**config.mk**
```make
export PLATFORM = sky130hd
export DESIGN_NAME = safe_code_keeper
export DESIGN_NICKNAME = d
export VERILOG_FILES = /design/src/rtl/safe_pkg.sv /design/src/rtl/safe_code_keeper_lockout_timer.sv /design/src/rtl/safe_code_keeper.sv
export SDC_FILE = /design/constraint.sdc
export NUM_CORES = 1
export LEC_CHECK = 0
export ABC_AREA = 1
export CAP_MARGIN = 20
export CELL_PAD_IN_SITES_DETAIL_PLACEMENT = 1
export CELL_PAD_IN_SITES_GLOBAL_PLACEMENT = 2
export CORE_AREA = 2 2 108 100
export DETAILED_ROUTE_END_ITERATION = 7
export DIE_AREA = 0 0 110 102
export GPL_TIMING_DRIVEN = 0
export PLACE_DENSITY = 0.81
export SYNTH_ARGS = -nofsm -noshare
export SYNTH_HDL_FRONTEND = slang
export SYNTH_SLANG_ARGS = --single-unit
export TNS_END_PERCENT = 30
```
**constraint.sdc**
```tcl
create_clock -name clk -period 1.8 [get_ports clk]
set_clock_uncertainty 0.2 [all_clocks]
set_input_delay 0.27 -clock clk [delete_from_list [all_inputs] [get_ports clk]]
set_output_delay 0.27 -clock clk [all_outputs]
set_load 0.05 [all_outputs]
```
**src/rtl/safe_pkg.sv**
```systemverilog
// Shared types and defaults for the safe lock controller and its code keeper.
package safe_pkg;

  localparam int SAFE_CODE_W    = 8;
  localparam int SAFE_MAX_FAILS = 3;

  typedef enum logic [2:0] {
    S_LOCKED = 3'd0,
    S_ENTER  = 3'd1,
    S_CHECK  = 3'd2,
    S_OPEN   = 3'd3,
    S_SETPW  = 3'd4
  } state_t;

  typedef enum logic [0:0] {
    K_ARMED   = 1'b0,
    K_LOCKOUT = 1'b1
  } keeper_state_t;

endpackage

```
**src/rtl/safe_code_keeper_lockout_timer.sv**
```systemverilog
// Lockout down-counter: load arms it, run counts it down, done flags the final cycle.
module lockout_timer #(
  parameter  int LOCKOUT_CYCLES = 16,
  localparam int CNT_W          = $clog2(LOCKOUT_CYCLES)
) (
  input  logic clk,
  input  logic RESET,
  input  logic load,
  input  logic run,
  output logic done
);

  logic [CNT_W-1:0] count_r;

  // count register: load to N-1, then step down to zero while running
  always_ff @(posedge clk) begin
    if (RESET) begin
      count_r <= {CNT_W{1'b0}};
    end else if (load) begin
      count_r <= CNT_W'(LOCKOUT_CYCLES - 1);
    end else if (run && (count_r != {CNT_W{1'b0}})) begin
      count_r <= count_r - CNT_W'(1);
    end else begin
      count_r <= count_r;
    end
  end

  // final lockout cycle
  always_comb begin
    done = run && (count_r == {CNT_W{1'b0}});
  end

endmodule

```
**src/rtl/safe_code_keeper.sv**
```systemverilog
// Password/attempt store with failed-attempt counting and timed lockout for the safe controller.
module safe_code_keeper
  import safe_pkg::*;
#(
  parameter  int CODE_W         = SAFE_CODE_W,
  parameter  int MAX_FAILS      = SAFE_MAX_FAILS,
  parameter  int LOCKOUT_CYCLES = 50_000_000,
  localparam int FAIL_W         = $clog2(MAX_FAILS + 1)
) (
  input  logic              clk,
  input  logic              RESET,
  input  logic [CODE_W-1:0] SW,
  input  logic              savePW,
  input  logic              saveAT,
  input  logic              LOCKED,
  output logic              MATCH,
  output logic              LOCKOUT,
  output logic              ALARM,
  output logic [FAIL_W-1:0] fail_count
);

  keeper_state_t     state_r, state_s;
  logic [CODE_W-1:0] pw_r, pw_s;
  logic [CODE_W-1:0] at_r, at_s;
  logic [FAIL_W-1:0] fail_r, fail_s;
  logic              saveat_q_r;
  logic              alarm_r, alarm_s;
  logic              load_s;
  logic              timer_done_s;
  logic              attempt_end_s;
  logic [CODE_W-1:0] cmp_code_s;

  lockout_timer #(
    .LOCKOUT_CYCLES(LOCKOUT_CYCLES)
  ) u_timer (
    .clk  (clk),
    .RESET(RESET),
    .load (load_s),
    .run  (state_r == K_LOCKOUT),
    .done (timer_done_s)
  );

  // state and datapath registers
  always_ff @(posedge clk) begin
    if (RESET) begin
      state_r    <= K_ARMED;
      pw_r       <= {CODE_W{1'b0}};
      at_r       <= {CODE_W{1'b0}};
      fail_r     <= {FAIL_W{1'b0}};
      saveat_q_r <= 1'b0;
      alarm_r    <= 1'b0;
    end else begin
      state_r    <= state_s;
      pw_r       <= pw_s;
      at_r       <= at_s;
      fail_r     <= fail_s;
      saveat_q_r <= saveAT;
      alarm_r    <= alarm_s;
    end
  end

  // next-state: captures, attempt evaluation, lockout entry/exit
  always_comb begin
    state_s       = state_r;
    pw_s          = pw_r;
    at_s          = at_r;
    fail_s        = fail_r;
    alarm_s       = 1'b0;
    load_s        = 1'b0;
    attempt_end_s = saveat_q_r && !saveAT;

    // savePW wins when both strobes are high; attempts are frozen during lockout
    if (savePW) begin
      pw_s = SW;
    end else if (saveAT && (state_r == K_ARMED)) begin
      at_s = SW;
    end else begin
      at_s = at_r;
    end

    case (state_r)
      K_ARMED: begin
        if (!LOCKED) begin
          fail_s = {FAIL_W{1'b0}};
        end else if (attempt_end_s) begin
          if (at_r == pw_r) begin
            fail_s = {FAIL_W{1'b0}};
          end else if (fail_r >= FAIL_W'(MAX_FAILS - 1)) begin
            fail_s  = FAIL_W'(MAX_FAILS);
            state_s = K_LOCKOUT;
            load_s  = 1'b1;
            alarm_s = 1'b1;
          end else begin
            fail_s = fail_r + FAIL_W'(1);
          end
        end else begin
          fail_s = fail_r;
        end
      end
      K_LOCKOUT: begin
        if (timer_done_s) begin
          state_s = K_ARMED;
          fail_s  = {FAIL_W{1'b0}};
        end else begin
          state_s = K_LOCKOUT;
        end
      end
      default: begin
        state_s = K_ARMED;
        fail_s  = {FAIL_W{1'b0}};
      end
    endcase
  end

  // MATCH is combinational so the controller sees it while still sampling the attempt
  always_comb begin
    cmp_code_s = saveAT ? SW : at_r;
    MATCH      = (cmp_code_s == pw_r) && (state_r == K_ARMED);
    LOCKOUT    = (state_r == K_LOCKOUT);
    ALARM      = alarm_r;
    fail_count = fail_r;
  end

endmodule

```
==> results of run 1 <==
-- synthesized netlist by cell type (all sizes together) --
| cell | n |
|---|---|
| a21boi | 1 |
| a21oi | 21 |
| buf | 10 |
| clkbuf | 3 |
| clkinv | 1 |
| dfxtp | 47 |
| ha | 1 |
| inv | 71 |
| nand2 | 113 |
| nand3 | 58 |
| nand4 | 2 |
| nor2 | 76 |
| nor3 | 3 |
| nor3b | 2 |
| o21ai | 26 |
| o22ai | 1 |
| or2 | 1 |
| xnor2 | 13 |
| xor2 | 4 |
-- placed cells by master, fill, tap and decap left out, drive strengths merged, types with 2 or more instances in the layout --
| master | Yosys | final |
|---|---|---|
| nor3b | 2 | 2 |
| inv | 71 | 72 |
| a21oi | 21 | 21 |
| nand3 | 58 | 58 |
| clkbuf | 3 | 10 |
| dlygate4sd2 | 0 | 7 |
| buf | 10 | 45 |
| o21ai | 26 | 26 |
| clkdlybuf4s50 | 0 | 7 |
| xnor2 | 13 | 13 |
| xor2 | 4 | 4 |
| dfxtp | 47 | 47 |
| nand2 | 113 | 113 |
| nor3 | 3 | 3 |
| nand4 | 2 | 2 |
| nor2 | 76 | 76 |
-- layout make-up --
cell class                 instances  area [um^2]  area share
multi-input combinational        322         1910       0.470
sequential                        47          985       0.243
timing repair buffer              52          492       0.121
inverter                          72          282      0.0694
tap                              129          161      0.0398
buffer                            13          114      0.0281
clock buffer                       5         68.8      0.0170
clock inverter                     3         46.3      0.0114
-- tightest hold or removal path: cells and delay by family --
family | cells | cell delay, ns
buf+inv | 1 | 0.13
simple gates | 2 | 0.15
-- power by group --
group / internal [W] / switching (W) / leakage, nW
registers: 0.00107 / 0.0000296 / 0.396
logic: 0.000171 / 0.000247 / 1.51
clock network: 0.000419 / 0.000415 / 0.0548
-- sequential cells by signal, summed over array words and instances (netlist names) --
| name | cells |
|---|---|
| u_timer.count_r | 26 |
| fail_count | 2 |
| ALARM | 1 |
| saveat_q_r | 1 |
| pw_r | 8 |
| at_r | 8 |
| LOCKOUT | 1 |
-- worst paths after layout --
| path | start | end | slack (ns) |
|---|---|---|---|
| setup / recovery | SW[7] | MATCH | -0.20 |
| hold / removal | SW[3] | at_r[3] | 0.05 |
| setup reg to reg | u_timer.count_r[0] | u_timer.count_r[6] | -0.05 |
| hold reg to reg | at_r[6] | at_r[6] | 0.30 |
-- routing by layer --
metal	up-vias	part of all wire
met1	1458	0.47
met4	0	0.015
met5	-	0
met2	28	0.50
li1	1529	-
met3	10	0.016
-- cells by family (layout without fill, tap and decap cells) --
kind of cell / after synthesis / count (layout)
xor+xnor: 17 / 17
fa+ha+maj: 1 / 1
simple gates: 255 / 255
buf+inv: 85 / 145
compound gates: 49 / 49
flops: 47 / 47
-- what timing repair did --
item | CTS | global route
resized for setup | 54 | 117
setup buffers | 7 | 24
pin swaps | 9 | 37
setup endpoints to repair | 42 | 33
gates cloned | 1 | 3
-- metrics by stage --
step / instance area [um^2] / TNS (ns)
detailed placement: 3200 / -19.30
global placement: 3200 / -17.48
CTS: 3470 / -0.218
floorplan: 2870 / 0
global route: 4050 / -1.90
finish: 4050 / -0.391
==> reports/metrics.yaml, run 1 <==
outcome:
  run_status: "complete, but fails checks"
  violations: "setup timing"
placed_design:
  place.detailed.hpwl_mm: 6.42
  dpl_worst_slack_ns: -1.37
  routabilityCongestion: 0.788
  numPortBuffers: 17
  dp.cells: 600
sta:
  slew_headroom: 0.662
  hold_viol_final: 0
  clock.fmax_mhz: 500
  worst_pin_slew_ns: 0.509
  rsz0062_at_grt: "true"
  setup_viol: 8
  hold_ws_ns: 0.0548
  min_period_ns: 2.00
  layout_setup_ws_ns: -0.200
  final_max_slew_viol_count: 0
  post-route-period-util: 1.11
logic_synthesis:
  synth_nets: 468
  synth_compound_area_frac: 0.0872
  synth_fa_ha_area_frac: 0.00438
  synth-seq-area-share: 0.330
  synth.area.top_cells: "dfxtp_1 (33%), nand2_1 (14%), nand3_1 (9.8%)"
  synth-xor-area-share: 0.0522
  synth.distinct_cells: 30
  synth_top_family_by_area: "simple AND/OR/NAND/NOR gates"
  netlist_area_um2: 2850
  yosysTopAreaCellShare: 0.330
  synth_mux_area_frac: 0
  syn_inst: 454
  yosys.area_share.simple: 0.402
  yosys.area.top_type: "dfxtp_1"
  yosysWarningCount: 0
  synth-seq-cells: 47
  avgSynthCellArea_um2: 6.29
global_routing:
  grtUsageTotal: 0.166
  first_global_vias: 2884
  grt_max_degree: 17
  met3_usage: 0.0274
  grt_pass1_wl_mm: 14.5
  grtUsageMet2: 0.281
  grt-busiest-layer: "met2"
  antenna_found_initial: 0
  overflow: 0
  use_met1: 0.220
power:
  finalPower_w: 0.00235
  peakVddDrop_v: 0.000261
  powerDensity_nw_per_um2: 579
  leakage_nw: 1.96
floorplan:
  core-area_um2: 10000
  dieArea_um2: 11200
  fp.dieW_um: 110
  die_h_um: 102
  boundaryPins: 18
  rows: 35
  initial_utilization: 0.285
setup_path:
  cp_num_buf_inv: 2
  end_kind: "output pin"
  crit_family: "simple AND/OR/NAND/NOR gates"
  critical_path_depth: 8
  critPathRequiredTime_ns: 1.33
  slowest_stage: "or2_2"
  crit_path_max_incr_delay_ns: 0.30
  path_cells: "dlygate4sd2_1 > or2_2 > o21ai_2 > nor2_1 > nor3b_2 > nand3_2 > nor2_4 > buf_8"
  r2r.worst_path.cells: 13
  worstPathArrival_ns: 1.53
  crit_fanout: 3
  setup.worst_path.start_class: "input pin"
  crit_type: "in -> out"
cells_and_area:
  post-route-util: 0.404
  drive_above_1_share: 0.339
  area_growth_pct: 42.0
  n_antenna_cell: 0
  fillers: 1282
  finalNonFillerCells: 643
  nets: 527
detailed_routing:
  vias_per_cell: 4.70
  ant_nets: 0
  dr.pass1.iters: 4
  drt_iter0_markers: 107
  wl_per_cell_um: 15.0
  route.detailed.drc: 0
  wirelength_mm: 9.68
  vias: 3025
clock_network:
  cts_root_buffer: "clkbuf_8"
  htreeDepth: 2
  clock_path_buffers: 2
  cts.sinks: 47
  cts_made_buffers: 5
  cts_hold_buf: 0
  clk_pin_slew_ns: 0.11
  tritoncts: "yes"
  clock_latency_ns: 0.32
hold_path:
  hold_path_class: "in -> reg"
  hold_depth: 3
job:
  max-cap-violations: 0
(Power assumes the default switching activity.)
==> inputs of run 2 (changes only) <==
--- a/config.mk
+++ b/config.mk
@@ -14,6 +14,7 @@
 export DIE_AREA = 0 0 110 102
 export GPL_TIMING_DRIVEN = 0
 export PLACE_DENSITY = 0.81
+export RECOVER_POWER = 50
 export SYNTH_ARGS = -nofsm -noshare
 export SYNTH_HDL_FRONTEND = slang
 export SYNTH_SLANG_ARGS = --single-unit
==> run 2 against run 1 <==
  * The flow still finishes with violations (setup timing)
  * Routed wire length up 0.27%
  * Combinational power about the same
  * Flip-flop and latch count is the same
  * Clock power is essentially flat
  * Worst hold slack is essentially flat
  * Final area decreased by 0.22%
  * Non-clock buffer count unchanged
  * Count of clock-buffer cells in the layout is the same
  * Utilization fell by 0.087 points
  * Fmax down 0.24%
  * Critical path type unchanged
  * Critical endpoint unchanged
  * Highest routed layer unchanged
==> reports/metrics.yaml, run 2 (synthesis gave the netlist of run 1 again) <==
global_routing:
  first_global_vias: 2884  # unchanged
  grt_pass1_wl_mm: 14.5  # unchanged
  grt_max_degree: 17  # unchanged
  antenna_found_initial: 0  # unchanged
  grtUsageTotal: 0.166  # unchanged
  overflow: 0  # unchanged
sta:
  setup_tns_ns: -0.981  # was -0.391 ns
  post-route-period-util: 1.11  # about the same
  hold_viol_final: 0  # unchanged
  setup_viol: 23  # was 8
  min_period_ns: 2.01  # was 2.00 ns
  worst_pin_slew_ns: 0.509  # unchanged
  hold_ws_ns: 0.0553  # was 0.0548 ns
  slew_headroom: 0.662  # unchanged
  layout_setup_ws_ns: -0.205  # was -0.200 ns
  final_max_slew_viol_count: 0  # unchanged
  clock.fmax_mhz: 499  # was 500 MHz
  rsz0062_at_grt: "true"  # unchanged
cells_and_area:
  largest_registers: "u_timer.count_r x26, at_r x8, pw_r x8"  # unchanged
  drive_above_1_share: 0.337  # was 0.339
  final_cell_mix: "nand2_1 (92), inv_1 (63), nand3_1 (43)"  # unchanged
  n_antenna_cell: 0  # unchanged
  nets: 527  # unchanged
  regMostFlops: "u_timer.count_r"  # unchanged
  multiInputGateArea_um2: 1900  # was 1910 um^2
  ff_latch_area_um2: 981  # was 985 um^2
  final_common_cell: "nand2_1"  # unchanged
  fillers: 1285  # was 1282
  largest_reg_flops: 26  # unchanged
  area_growth_pct: 41.7  # was 42.0%
floorplan:
  fp.dieW_um: 110  # unchanged
  rows: 35  # unchanged
  core-area_um2: 10000  # unchanged
  dieArea_um2: 11200  # unchanged
  initial_utilization: 0.285  # unchanged
  boundaryPins: 18  # unchanged
  die_h_um: 102  # unchanged
setup_path:
  crit_type: "in -> out"  # unchanged
  r2r_start: "u_timer.count_r[0]"  # unchanged
  critical_path.startpoint: "SW[7]"  # unchanged
  critPathRequiredTime_ns: 1.33  # about the same
  setup.worst_path.start_class: "input pin"  # unchanged
  crit_fanout: 3  # unchanged
  worstPathArrival_ns: 1.54  # was 1.53 ns
  end_kind: "output pin"  # unchanged
power:
  finalPower_w: 0.00235  # about the same
  leakage_nw: 1.96  # about the same
  peakVddDrop_v: 0.000261  # about the same
  powerDensity_nw_per_um2: 580  # was 579 nW/um^2
outcome:
  run_status: "complete, but fails checks"  # unchanged
  violations: "setup timing"  # unchanged
placed_design:
  place.detailed.hpwl_mm: 6.42  # unchanged
  numPortBuffers: 17  # unchanged
  routabilityCongestion: 0.788  # unchanged
  dpl_worst_slack_ns: -1.37  # unchanged
clock_network:
  cts_root_buffer: "clkbuf_8"  # unchanged
  cts_hold_buf: 0  # unchanged
  clk_pin_slew_ns: 0.11  # about the same
  tritoncts: "yes"  # unchanged
  htreeDepth: 2  # unchanged
  cts.sinks: 47  # unchanged
  clock_latency_ns: 0.32  # about the same
  clock_path_buffers: 2  # unchanged
  cts_made_buffers: 5  # unchanged
detailed_routing:
  route.detailed.drc: 0  # unchanged
  vias_per_cell: 4.72  # was 4.70
  dr.pass1.iters: 4  # unchanged
  ant_nets: 0  # unchanged
  wirelength_mm: 9.70  # was 9.68 mm
  wl_per_cell_um: 15.1  # was 15.0 um
  vias: 3034  # was 3025
  drt_iter0_markers: 106  # was 107
hold_path:
  min_from: "SW[3]"  # unchanged
  hold_path_class: "in -> reg"  # unchanged
job:
  max-cap-violations: 0  # unchanged
-- run 2: cell count changes in the layout (fill, tap and decap cells not counted), sizes merged --
cell           delta
clkdlybuf4s50     -2
dlygate4sd3       +2
buf               -1
clkbuf            +1
-- run 2: cell type report --
class / instances / share of cell area
clock inverter: 3 / 0.0114
tap: 129 / 0.0399
sequential: 47 / 0.242
multi-input combinational: 322 / 0.470
inverter: 72 / 0.0696
clock buffer: 5 / 0.0170
timing repair buffer: 52 / 0.122
buffer: 13 / 0.0281
-- run 2: critical path: stages --
cell and delay [ns]:
dlygate4sd2_1 0.26, or2_2 0.30, o21ai_2 0.07, nor2_1 0.07
nor3b_2 0.19, nand3_2 0.12, nor2_4 0.11, buf_8 0.15
-- run 2: through the flow --
stage	std cells	cell area (um^2)	utilization
2_1_floorplan	454	2870	-
3_3_place_gp	600	3200	0.319
3_5_place_dp	600	3200	0.319
4_1_cts	616	3470	0.346
5_1_grt	643	4050	0.403
6_report	643	4050	0.403
-- run 2: worst paths after layout --
check | endpoint | slack (ns) | cells after the start
setup / recovery | MATCH | -0.21 | 8
hold / removal | at_r[3] | 0.06 | 3
setup reg to reg | u_timer.count_r[6] | -0.10 | 13
hold reg to reg | at_r[6] | 0.30 | 2
-- run 2: power by group --
part	internal [W]	total, W	switching [W]	leakage [nW]
Clock	0.000419	0.000835	0.000416	0.0548
Combinational	0.000169	0.000415	0.000246	1.51
Sequential	0.00107	0.00110	0.0000296	0.395
-- run 2: per-layer routing --
layer,GRT usage,up-vias,wire [um]
met5,0,-,0
met4,0.0438,0,150
met3,0.0274,10,211
met2,0.281,36,4820
met1,0.220,1458,4530
li1,-,1530,-
-- run 2: what timing repair did --
item / in CTS / in global routing
resized for setup: 54 / 117
endpoints found under the setup margin: 42 / 33
setup buffers: 7 / 24
gates cloned: 1 / 3
endpoints found under the hold margin: 0 / 0
pin swaps: 9 / 37
==> inputs of run 3 (changes only) <==
--- a/config.mk
+++ b/config.mk
@@ -6,16 +6,19 @@
 export NUM_CORES = 1
 export LEC_CHECK = 0
 export ABC_AREA = 1
+export ABC_CLOCK_PERIOD_IN_PS = 1800
 export CAP_MARGIN = 20
 export CELL_PAD_IN_SITES_DETAIL_PLACEMENT = 1
 export CELL_PAD_IN_SITES_GLOBAL_PLACEMENT = 2
-export CORE_AREA = 2 2 108 100
+export CORE_AREA = 2 2 110 101
+export CTS_CLUSTER_DIAMETER = 40
 export DETAILED_ROUTE_END_ITERATION = 7
-export DIE_AREA = 0 0 110 102
+export DIE_AREA = 0 0 112 103
 export GPL_TIMING_DRIVEN = 0
 export PLACE_DENSITY = 0.81
 export RECOVER_POWER = 50
 export SYNTH_ARGS = -nofsm -noshare
 export SYNTH_HDL_FRONTEND = slang
+export SYNTH_HIERARCHICAL = 1
 export SYNTH_SLANG_ARGS = --single-unit
 export TNS_END_PERCENT = 30
==> run 3 against run 2 <==
  * Routed wire length grew 3.1%
  * Critical endpoint unchanged
  * Final area rose by 4.6%
  * Worst hold slack improved by 0.023 ns
  * Fmax grew 8.4%
  * Synthesized cell count rose by 4.0%
  * Clock power increased by 16%
  * Largest power group unchanged
  * Non-clock buffer count did not move
  * Critical path depth shrank 2
  * Largest cell class unchanged
  * Sequential share of layout area decreased by 0.88 points
  * Global-route usage up 0.40 points
  * The run still ends with setup timing left
==> reports/metrics.yaml, run 3 <==
setup_path:
  worstPathArrival_ns: 1.38  # was 1.54 ns
  crit_type: "reg -> out"  # was in -> out
  crit_fanout: 3  # unchanged
  setup.worst_path.start_class: "flop"  # was input pin
  r2r.worst_path.cells: 11  # was 13
  critPathRequiredTime_ns: 1.33  # about the same
  end_kind: "output pin"  # unchanged
  worst-r2r-setup-slack_ns: -0.02  # was -0.10 ns
  r2r_start: "u_timer/count_r[4]"  # was u_timer.count_r[0]
  rr_endpoint: "fail_count[1]"  # was u_timer.count_r[6]
cells_and_area:
  regMostFlops: "u_timer/count_r"  # was u_timer.count_r
  largest_registers: "u_timer/count_r x26, at_r x8, pw_r x8"  # was u_timer.count_r x26, at_r x8, pw_r x8
  final_cell_mix: "nand2_1 (107), inv_1 (48), nand3_1 (39)"  # was nand2_1 (92), inv_1 (63), nand3_1 (43)
  nets: 543  # was 527
  drive_above_1_share: 0.347  # was 0.337
  n_antenna_cell: 0  # unchanged
  final_common_cell: "nand2_1"  # unchanged
  area_growth_pct: 42.8  # was 41.7%
  largest_reg_flops: 26  # unchanged
logic_synthesis:
  synth-seq-cells: 47  # unchanged
  netlist_area_um2: 2960  # was 2850 um^2
  ys_async_sr_fraction: 0  # unchanged
  yosysWarningCount: 6  # was 0
  avgSynthCellArea_um2: 6.28  # was 6.29 um^2
  synth_edf_count: 0  # unchanged
  yosys.area.top_type: "dfxtp_1"  # unchanged
  synth.distinct_cells: 31  # was 30
  synth.area.top_cells: "dfxtp_1 (32%), nand2_1 (15%), nand3_1 (9.1%)"  # was dfxtp_1 (33%), nand2_1 (14%), nand3_1 (9.8%)
  synthFlopType: "dfxtp_1"  # unchanged
  syn_inst: 472  # was 454
  synth_nets: 486  # was 468
  synth-seq-area-share: 0.318  # was 0.330
  yosysMostFrequentCell: "nand2_1"  # unchanged
  yosys-top-cells-count: "nand2_1 (120), inv_1 (64), nor2_1 (59)"  # was nand2_1 (106), inv_1 (70), nor2_1 (67)
  yosysTopAreaCellShare: 0.318  # was 0.330
clock_network:
  cts_root_buffer: "clkbuf_16"  # was clkbuf_8
  htreeDepth: 2  # unchanged
  cts_made_buffers: 5  # unchanged
  clk_pin_slew_ns: 0.07  # was 0.11 ns
  cts.sinks: 47  # unchanged
  tritoncts: "yes"  # unchanged
  cts_hold_buf: 0  # unchanged
  clock_latency_ns: 0.30  # was 0.32 ns
  clock_path_buffers: 2  # unchanged
power:
  p_comb_frac: 0.117  # was 0.177
  swShare: 0.258  # was 0.294
  powerDensity_nw_per_um2: 549  # was 580 nW/um^2
  p_clk_frac: 0.415  # was 0.356
  pwr-share-seq: 0.467  # about the same
  leakage_nw: 2.05  # was 1.96 nW
  intPower_w: 0.00172  # was 0.00166 W
  peakVddDrop_v: 0.000348  # was 0.000261 V
  finalPower_w: 0.00232  # was 0.00235 W
  switching_power_w: 0.000599  # was 0.000691 W
sta:
  final_max_slew_viol_count: 0  # unchanged
  worst_pin_slew_ns: 0.530  # was 0.509 ns
  setup_viol: 3  # was 23
  hold_viol_final: 0  # unchanged
  hold_ws_ns: 0.0782  # was 0.0553 ns
  layout_setup_ws_ns: -0.0505  # was -0.205 ns
  setup_tns_ns: -0.0853  # was -0.981 ns
  clock.fmax_mhz: 540  # was 499 MHz
  min_period_ns: 1.85  # was 2.01 ns
  post-route-period-util: 1.03  # was 1.11
  slew_headroom: 0.647  # was 0.662
  rsz0062_at_grt: "true"  # unchanged
placed_design:
  numPortBuffers: 16  # was 17
  dpl_worst_slack_ns: -0.953  # was -1.37 ns
  place.detailed.hpwl_mm: 6.56  # was 6.42 mm
  routabilityCongestion: 0.838  # was 0.788
outcome:
  run_status: "complete, but fails checks"  # unchanged
  violations: "setup timing"  # unchanged
detailed_routing:
  wirelength_mm: 10.0  # was 9.70 mm
  ant_nets: 0  # unchanged
  route.detailed.drc: 0  # unchanged
  drt_iter0_markers: 112  # was 106
  dr.pass1.iters: 4  # unchanged
  vias: 3221  # was 3034
  vias_per_cell: 4.86  # was 4.72
  wl_per_cell_um: 15.1  # about the same
job:
  max-cap-violations: 0  # unchanged
global_routing:
  grt_pass1_wl_mm: 15.7  # was 14.5 mm
  grtUsageTotal: 0.170  # was 0.166
  grt_max_degree: 15  # was 17
  overflow: 0  # unchanged
  first_global_vias: 3215  # was 2884
  antenna_found_initial: 0  # unchanged
hold_path:
  hold_path_class: "in -> reg"  # unchanged
  min_from: "saveAT"  # was SW[3]
  hold_depth: 3  # unchanged
  min_to: "saveat_q_r"  # was at_r[3]
floorplan:
  die_h_um: 103  # was 102 um
  fp.dieW_um: 112  # was 110 um
  boundaryPins: 18  # unchanged
  rows: 36  # was 35
  initial_utilization: 0.281  # was 0.285
  dieArea_um2: 11500  # was 11200 um^2
  core-area_um2: 10500  # was 10000 um^2
-- run 3: changes by cell type after synthesis, sizes merged, moves of 2 or more --
| cell | delta |
|---|---|
| a21oi | +11 |
| inv | -6 |
| nand2 | +10 |
| nand3 | -3 |
| nand3b | +3 |
| nand4 | +10 |
| nor2 | -8 |
| nor3b | -2 |
| xnor2 | -6 |
| xor2 | +6 |
-- run 3: logic make-up (layout without fill, tap and decap cells) --
group / Yosys count / in the layout / share of synthesized area
and+or+nand+nor: 265 / 265 / 0.403
buffers and inverters: 80 / 138 / 0.117
adders and majority gates: 1 / 1 / 0.00422
AOI/OAI and AO/OA: 62 / 62 / 0.107
DFF: 47 / 47 / 0.318
xor gates and xnor gates: 17 / 17 / 0.0503
-- run 3: routing by layer --
metal	share of wire	up-vias	wire length (um)	track usage
met5	0	-	0	0
met4	0.019	0	195	0.0525
met3	0.033	16	328	0.0306
met2	0.50	35	4990	0.308
met1	0.45	1550	4480	0.209
li1	-	1620	-	-
-- run 3: stage by stage --
step | utilization | cell area, um^2 | cells
final | 0.401 | 4230 | 663
after global routing | 0.401 | 4230 | 663
after CTS | 0.361 | 3810 | 648
after global placement | 0.315 | 3320 | 621
after floorplan | - | 2990 | 472
after detailed placement | 0.315 | 3320 | 621
-- run 3: how the worst max path moves through the flow --
stage / start / end / slack (ns) / cells after the start
after floorplan: u_timer/count_r[0] / fail_count[1] / -0.05 / 12
after global placement: SW[3] / MATCH / -0.95 / 10
after detailed placement: SW[3] / MATCH / -0.95 / 10
after CTS: SW[0] / MATCH / -0.16 / 7
after global routing: u_timer/count_r[4] / fail_count[1] / -0.15 / 11
final: at_r[4] / MATCH / -0.05 / 6
-- run 3: area by class of cell --
type | instances | area (um^2)
fillers | 1338 | 6310
multi-input cells | 345 | 2050
flip-flops and latches | 47 | 988
repair buffers | 50 | 467
inverters | 65 | 262
well taps | 133 | 166
plain buffers | 15 | 148
clock buffers | 7 | 143
clock inverters | 1 | 5.00
-- run 3: timing repair --
action / CTS / global route
cloned: 0 / 3
pin swaps: 27 / 34
gates resized for setup: 95 / 101
setup buffers: 19 / 13
endpoints found under the setup margin: 36 / 35
-- run 3: worst max-delay path: stages, from the launching register on --
cell     delay (ns)
dfxtp_2        0.33
inv_2          0.04
o21ai_2        0.11
xor2_1         0.19
nand3_1        0.14
nor2_4         0.14
buf_8          0.15
-- run 3: power groups by stage --
stage | Sequential, W | Clock (W) | Combinational (W)
CTS | 0.00108 | 0.000999 | 0.000256
detailed placement | 0.00111 | 0 | 0.000241
floorplan | 0.00111 | 0 | 0.000157
global placement | 0.00111 | 0 | 0.000236
finish | 0.00109 | 0.000965 | 0.000272
global route | 0.00109 | 0.00104 | 0.000305
